===== src/rtl/adc_frame_pkg.sv =====
// Shared types, default sizes and the frame-length clamp for the ADC frame sequencer.
package adc_frame_pkg;

    typedef enum logic [1:0] {
        IDLE  = 2'd0,
        CLEAR = 2'd1,
        RECV  = 2'd2,
        DONE  = 2'd3
    } state_e;

    localparam int MAX_BITS_DEF    = 1024;
    localparam int CNT_W_DEF       = 11;
    localparam int ERR_CNT_W_DEF   = 8;
    localparam int TIMEOUT_CYC_DEF = 4096;

    // A zero or oversized request means "fill the whole buffer".
    function automatic int clamp_len(input int cfg, input int max_bits);
        if (cfg == 0 || cfg > max_bits) begin
            return max_bits;
        end
        return cfg;
    endfunction

endpackage


===== src/rtl/adc_frame_seq_sat_counter.sv =====
// Saturating event counter; holds at all-ones until reset.
module sat_counter
    import adc_frame_pkg::*;
#(
    parameter int WIDTH = ERR_CNT_W_DEF
) (
    input  logic             clk,
    input  logic             rst,
    input  logic             inc,
    output logic [WIDTH-1:0] q
);

    logic [WIDTH-1:0] q_q;
    logic [WIDTH-1:0] q_d;

    always_comb begin
        q_d = q_q;
        if (inc && (q_q != '1)) begin
            q_d = q_q + WIDTH'(1);
        end
    end

    always_ff @(posedge clk) begin
        if (rst) begin
            q_q <= '0;
        end else begin
            q_q <= q_d;
        end
    end

    assign q = q_q;

endmodule


===== src/rtl/adc_frame_seq.sv =====
// Frame sequencer for the ADC shift/double-buffer path: clear, gate bits, count, capture,
// then track the consumer handshake and error events.
module adc_frame_seq
    import adc_frame_pkg::*;
#(
    parameter int MAX_BITS    = MAX_BITS_DEF,
    parameter int CNT_W       = CNT_W_DEF,
    parameter int TIMEOUT_CYC = TIMEOUT_CYC_DEF,
    parameter int ERR_CNT_W   = ERR_CNT_W_DEF
) (
    input  logic                 clk,
    input  logic                 rst,
    input  logic                 enable,
    input  logic                 trigger,
    input  logic [CNT_W-1:0]     cfg_frame_bits,
    input  logic                 rx_bit_valid_in,
    input  logic                 rx_bit_in,
    input  logic                 frame_ack,
    output logic                 start,
    output logic                 rx_bit_valid,
    output logic                 rx_bit,
    output logic                 pkt_done,
    output logic                 busy,
    output logic                 frame_valid,
    output logic                 timeout_err,
    output logic [ERR_CNT_W-1:0] overrun_cnt,
    output logic [ERR_CNT_W-1:0] miss_cnt
);

    localparam int IDLE_W = $clog2(TIMEOUT_CYC + 1);

    state_e            state_q, state_d;
    logic [CNT_W-1:0]  len_q, len_d;
    logic [CNT_W-1:0]  bit_cnt_q, bit_cnt_d;
    logic [IDLE_W-1:0] idle_q, idle_d;
    logic              start_q, start_d;
    logic              rx_bit_valid_q, rx_bit_valid_d;
    logic              rx_bit_q, rx_bit_d;
    logic              pkt_done_q, pkt_done_d;
    logic              busy_q, busy_d;
    logic              frame_valid_q, frame_valid_d;
    logic              timeout_err_q, timeout_err_d;
    logic              overrun_inc;
    logic              miss_inc;

    always_comb begin
        state_d        = state_q;
        len_d          = len_q;
        bit_cnt_d      = bit_cnt_q;
        idle_d         = idle_q;
        rx_bit_valid_d = 1'b0;
        rx_bit_d       = 1'b0;
        timeout_err_d  = 1'b0;

        case (state_q)
            IDLE: begin
                if (enable && trigger) begin
                    state_d = CLEAR;
                end
            end
            CLEAR: begin
                if (!enable) begin
                    state_d = IDLE;
                end else begin
                    len_d     = CNT_W'(clamp_len(int'(cfg_frame_bits), MAX_BITS));
                    bit_cnt_d = '0;
                    idle_d    = '0;
                    state_d   = RECV;
                end
            end
            RECV: begin
                // Abort wins over a bit arriving in the same cycle.
                if (!enable) begin
                    state_d = IDLE;
                end else if (rx_bit_valid_in) begin
                    rx_bit_valid_d = 1'b1;
                    rx_bit_d       = rx_bit_in;
                    bit_cnt_d      = bit_cnt_q + CNT_W'(1);
                    idle_d         = '0;
                    if (bit_cnt_q == len_q - CNT_W'(1)) begin
                        state_d = DONE;
                    end
                end else if (idle_q == IDLE_W'(TIMEOUT_CYC - 1)) begin
                    timeout_err_d = 1'b1;
                    state_d       = IDLE;
                end else begin
                    idle_d = idle_q + IDLE_W'(1);
                end
            end
            DONE: begin
                state_d = IDLE;
            end
            default: begin
                state_d = IDLE;
            end
        endcase

        start_d    = (state_d == CLEAR);
        busy_d     = (state_d != IDLE);
        pkt_done_d = (state_q == DONE);

        // A capture always leaves a frame pending, even if the old one is acked at the same time.
        frame_valid_d = frame_valid_q;
        if (pkt_done_q) begin
            frame_valid_d = 1'b1;
        end else if (frame_ack) begin
            frame_valid_d = 1'b0;
        end

        overrun_inc = pkt_done_q && frame_valid_q && !frame_ack;
        miss_inc    = trigger && (state_q != IDLE);
    end

    always_ff @(posedge clk) begin
        if (rst) begin
            state_q        <= IDLE;
            len_q          <= '0;
            bit_cnt_q      <= '0;
            idle_q         <= '0;
            start_q        <= 1'b0;
            rx_bit_valid_q <= 1'b0;
            rx_bit_q       <= 1'b0;
            pkt_done_q     <= 1'b0;
            busy_q         <= 1'b0;
            frame_valid_q  <= 1'b0;
            timeout_err_q  <= 1'b0;
        end else begin
            state_q        <= state_d;
            len_q          <= len_d;
            bit_cnt_q      <= bit_cnt_d;
            idle_q         <= idle_d;
            start_q        <= start_d;
            rx_bit_valid_q <= rx_bit_valid_d;
            rx_bit_q       <= rx_bit_d;
            pkt_done_q     <= pkt_done_d;
            busy_q         <= busy_d;
            frame_valid_q  <= frame_valid_d;
            timeout_err_q  <= timeout_err_d;
        end
    end

    sat_counter #(.WIDTH(ERR_CNT_W)) u_overrun_cnt (
        .clk (clk),
        .rst (rst),
        .inc (overrun_inc),
        .q   (overrun_cnt)
    );

    sat_counter #(.WIDTH(ERR_CNT_W)) u_miss_cnt (
        .clk (clk),
        .rst (rst),
        .inc (miss_inc),
        .q   (miss_cnt)
    );

    assign start        = start_q;
    assign rx_bit_valid = rx_bit_valid_q;
    assign rx_bit       = rx_bit_q;
    assign pkt_done     = pkt_done_q;
    assign busy         = busy_q;
    assign frame_valid  = frame_valid_q;
    assign timeout_err  = timeout_err_q;

endmodule

===== config.mk =====
export PLATFORM = sky130hd
export DESIGN_NAME = adc_frame_seq
export DESIGN_NICKNAME = d
export VERILOG_FILES = /design/src/rtl/adc_frame_pkg.sv /design/src/rtl/adc_frame_seq_sat_counter.sv /design/src/rtl/adc_frame_seq.sv
export SDC_FILE = /design/constraint.sdc
export NUM_CORES = 1
export LEC_CHECK = 0
export BUFFER_PORTS_ARGS = -buffer_cell sky130_fd_sc_hd__buf_2
export CAP_MARGIN = 20
export CORE_AREA = 2 2 84 70
export CTS_BUF_LIST = sky130_fd_sc_hd__clkbuf_2
export DETAILED_ROUTE_END_ITERATION = 6
export DIE_AREA = 0 0 86 72
export GPL_TIMING_DRIVEN = 0
export HOLD_SLACK_MARGIN = 0.1
export PLACE_DENSITY = 0.88
export SLEW_MARGIN = 40
export SYNTH_ARGS = -nofsm -noshare
export SYNTH_HDL_FRONTEND = slang
export SYNTH_SLANG_ARGS = --single-unit
export TNS_END_PERCENT = 5

===== constraint.sdc =====
create_clock -name clk -period 2.3 [get_ports clk]
set_clock_uncertainty 0.1 [all_clocks]
set_input_delay 0.575 -clock clk [delete_from_list [all_inputs] [get_ports clk]]
set_output_delay 0.575 -clock clk [all_outputs]
set_load 0.1 [all_outputs]

==> summary.md <==
| Metric | Value |
|---|---|
| Status | finished, final reports clean |
| DRC Markers | 0 |
| Clk_lat worst skew | 0.51 ns |
| Clock sinks | 60 |
| Avg Inst Size Synth | 8.53 um^2 |
| Antenna violations before repair | 0 |
| Fin crit share | 92.6% |
| Maximum clock path buffer count | 2 |
| Share of cells above drive strength 1 | a little under a fifth |
| Yosys warning total | 0 |
| Slew HR | around 49% |
| Post-synth top area cell | dfxtp_1 |
| Pre-CTS WS | -0.0274 ns |
| Drt wl/cell | approximately 14 um |
| Gr ovfl total | 0 |
| Unrepaired setup endpoints after global routing | false |
| Gr usage total | 23.6% |
| Share of async-settable or async-resettable flops after synthesis | 0% |
| TritonCTS clock tree | built |
| Fill count | between 400 and 500 |
| Cell family with most CP delay | flip-flops |
| Setup violations, final | 0 |
| VDD IR-drop max | 0.487 mV |
| Initial DRC Count | 180 |
| I/O pins | 41 |
| Root Driver | clkbuf_2 |
| Design area | between 0.003 and 0.004 mm^2 |
| Worst-Margin Slew | around 0.76 ns |
| Post-Place Cells | 460 |
| CORE AREA | ~0.0053 mm^2 |
| Max_cap viols | 0 |
| Crit Path Class | reg2out |
| Post-Layout Cell Count | around 480 |
| Placement Rows | 24 |
| Pin count of the biggest net entering global routing | 12 |
| Fin util | roughly two thirds |
| Crit path arrival time | about 1.5 ns |
| Final Total Pwr | between 1.5 and 2 mW |
| Gate Count Post-Synth | 355 |
| Cell Area, Synth | about 0.0030 mm^2 |
| Post-route ant nets | 0 |
| First-pass GRT wire length | about 12,000 um |
| Fin. max-slew vios | 0 |
| Gpl congestion | just under 0.9 |
| Worst Path Buf+Inv | 1 |
| Die Wd | about 86 um |
| EDFF count, synth | 0 |
| Final HPWL DP | 5020 um |
| Data required, critical path | 1.62 ns |
| Pwr Density | approximately 570 mW/mm^2 |
| Post-synth cell types | 55 |
| H-tree levels | 3 |
| Clock transition at path regs | approximately 0.20 ns |
| Vias in the first global route | ~2,500 |
| Setup ws final | between 0.15 and 0.2 ns |
| Maximum fanout along the worst path | 6 |
| Total routed wirelength | 6850 um |
| Die Y | between 70 and 80 um |
| Crit-path slowest cell | dfxtp_1 |
| ANT cells | 0 |
| Starting density of the core | 56.9% |
| Area overhead of the layout relative to synthesis | 14.7% |
| Final worst path period need | about 2.1 ns |
| Port Buf Inserts | 40 |
| Most common cell in the netlist | dfxtp_1 |
| Main synth FF type | dfxtp_1 |
| DIE AREA | 0.00619 mm^2 |
| Top cell type's share of synthesized area | around two fifths |
| Via/cell ratio | 5.97 |
| Mapped Nets | around 380 |
| Synthesized flop and latch total | 60 |
| Drt first pass iters | 5 |
| Via count | 2,842 |
| Hold Crit Class | in2reg |
| Slowest stage delay, CP | around 0.49 ns |
| Leak | between 1 and 1.5 nW |
| Final hold vios | 0 |
| Synth top area cells | dfxtp_1, xnor2_1, a21oi_1 |
| Cell Chain, Critical Path | buf_2 |
| Crit start category | flip-flop |
| Sequential cell area fraction in the yosys report | around two fifths |
| Most frequent cells after synthesis | dfxtp_1, nor2_1, a21oi_1 |
| Worst setup EP type | output pin |
| CTS Buf Count | 9 |
| F_max | roughly 0.47 GHz |
| Hold_ws | ~0.15 ns |
| Setup_tns | 0 ns |
| Placed inst area | ~0.0033 mm^2 |
| Final nets | around 430 |
[kinds of logic (layout without fill, tap and decap cells)]
logic type,count (synthesis),in the layout,share of synthesized area (%)
AOI/OAI and AO/OA,83,83,17.9
adders and majority gates,5,5,2.07
xor gates and xnor gates,32,32,9.26
muxes,3,3,1.03
and+or+nand+nor,149,149,26.6
DFF,60,60,39.7
buffers and inverters,23,79,3.47
[per-layer routing]
metal	share of wire, %	track usage, %
met2	45	36.3
met4	1.2	7.94
met1	46	31.9
met3	7.1	7.05
met5	0	0
[worst reg2reg max path, cell delays in order, from the launching register on]
cell,delay (ns)
dfxtp_1,0.40
inv_1,0.08
ha_2,0.21
nor4b_4,0.43
or3b_2,0.49
o22ai_1,0.13
o22ai_1,0.11
o21bai_1,0.14
[worst paths after layout]
check / cells past startpoint / end / slack [ns] / startpoint
worst min register to register: 1 / idle_q[12]$_SDFFE_PP0P_ / 0.38 / idle_q[12]$_SDFFE_PP0P_
worst max register to register: 7 / state_q[0]$_SDFF_PP0_ / 0.18 / len_q[0]$_SDFFE_PP0P_
worst min-delay path: 2 / rx_bit$_SDFF_PP0_ / 0.15 / rx_bit_in
worst max-delay path: 1 / overrun_cnt[2] / 0.17 / u_overrun_cnt.q[2]$_SDFFE_PP0P_
[final cells by class]
cell class / instances / area [um^2] / area share, %
buffer: 13 / 67.6 / 1.95
clock buffer: 10 / 50.0 / 1.44
clock inverter: 6 / 87.6 / 2.52
inverter: 10 / 37.5 / 1.08
multi-input combinational: 272 / 1740 / 50.2
sequential: 60 / 1200 / 34.7
tap: 65 / 81.3 / 2.34
timing repair buffer: 40 / 200 / 5.77
[what timing repair did]
| item | in CTS | in global routing |
|---|---|---|
| hold buffers | 0 | 0 |
| setup buffers | 0 | 0 |
| resized for setup | 1 | 2 |
| hold endpoints to repair | 0 | 0 |
| endpoints found under the setup margin | 2 | 6 |
[where the power goes]
part | leakage, nW | total [mW] | switching (mW) | internal (mW)
sequential | 0.486 | 1.06 | 0.00837 | 1.05
combinational | 0.747 | 0.145 | 0.0940 | 0.0508
clock | 0.0762 | 0.783 | 0.419 | 0.364
[registers in the layout, summed over array words and instances, names as in the netlist, 2 cells and up]
register and cells:
bit_cnt_q 11, idle_q 13, len_q 11, state_q 2, u_miss_cnt.q 8, u_overrun_cnt.q 8
[cells in the final DEF, fill, tap and decap left out, drive strengths merged, types with 5 or more instances in the layout]
cell type | netlist | final
buf | 6 | 46
o31ai | 6 | 6
o21ai | 14 | 14
ha | 5 | 5
xor2 | 13 | 13
nand3 | 15 | 15
nand4 | 10 | 10
or3 | 11 | 11
inv | 10 | 11
or4 | 5 | 5
a22o | 9 | 9
a21oi | 31 | 31
dfxtp | 60 | 60
nand2 | 24 | 24
nor3 | 14 | 14
clkbuf | 7 | 17
xnor2 | 19 | 19
nor2 | 38 | 38
Power figures use the tool's default switching activity.
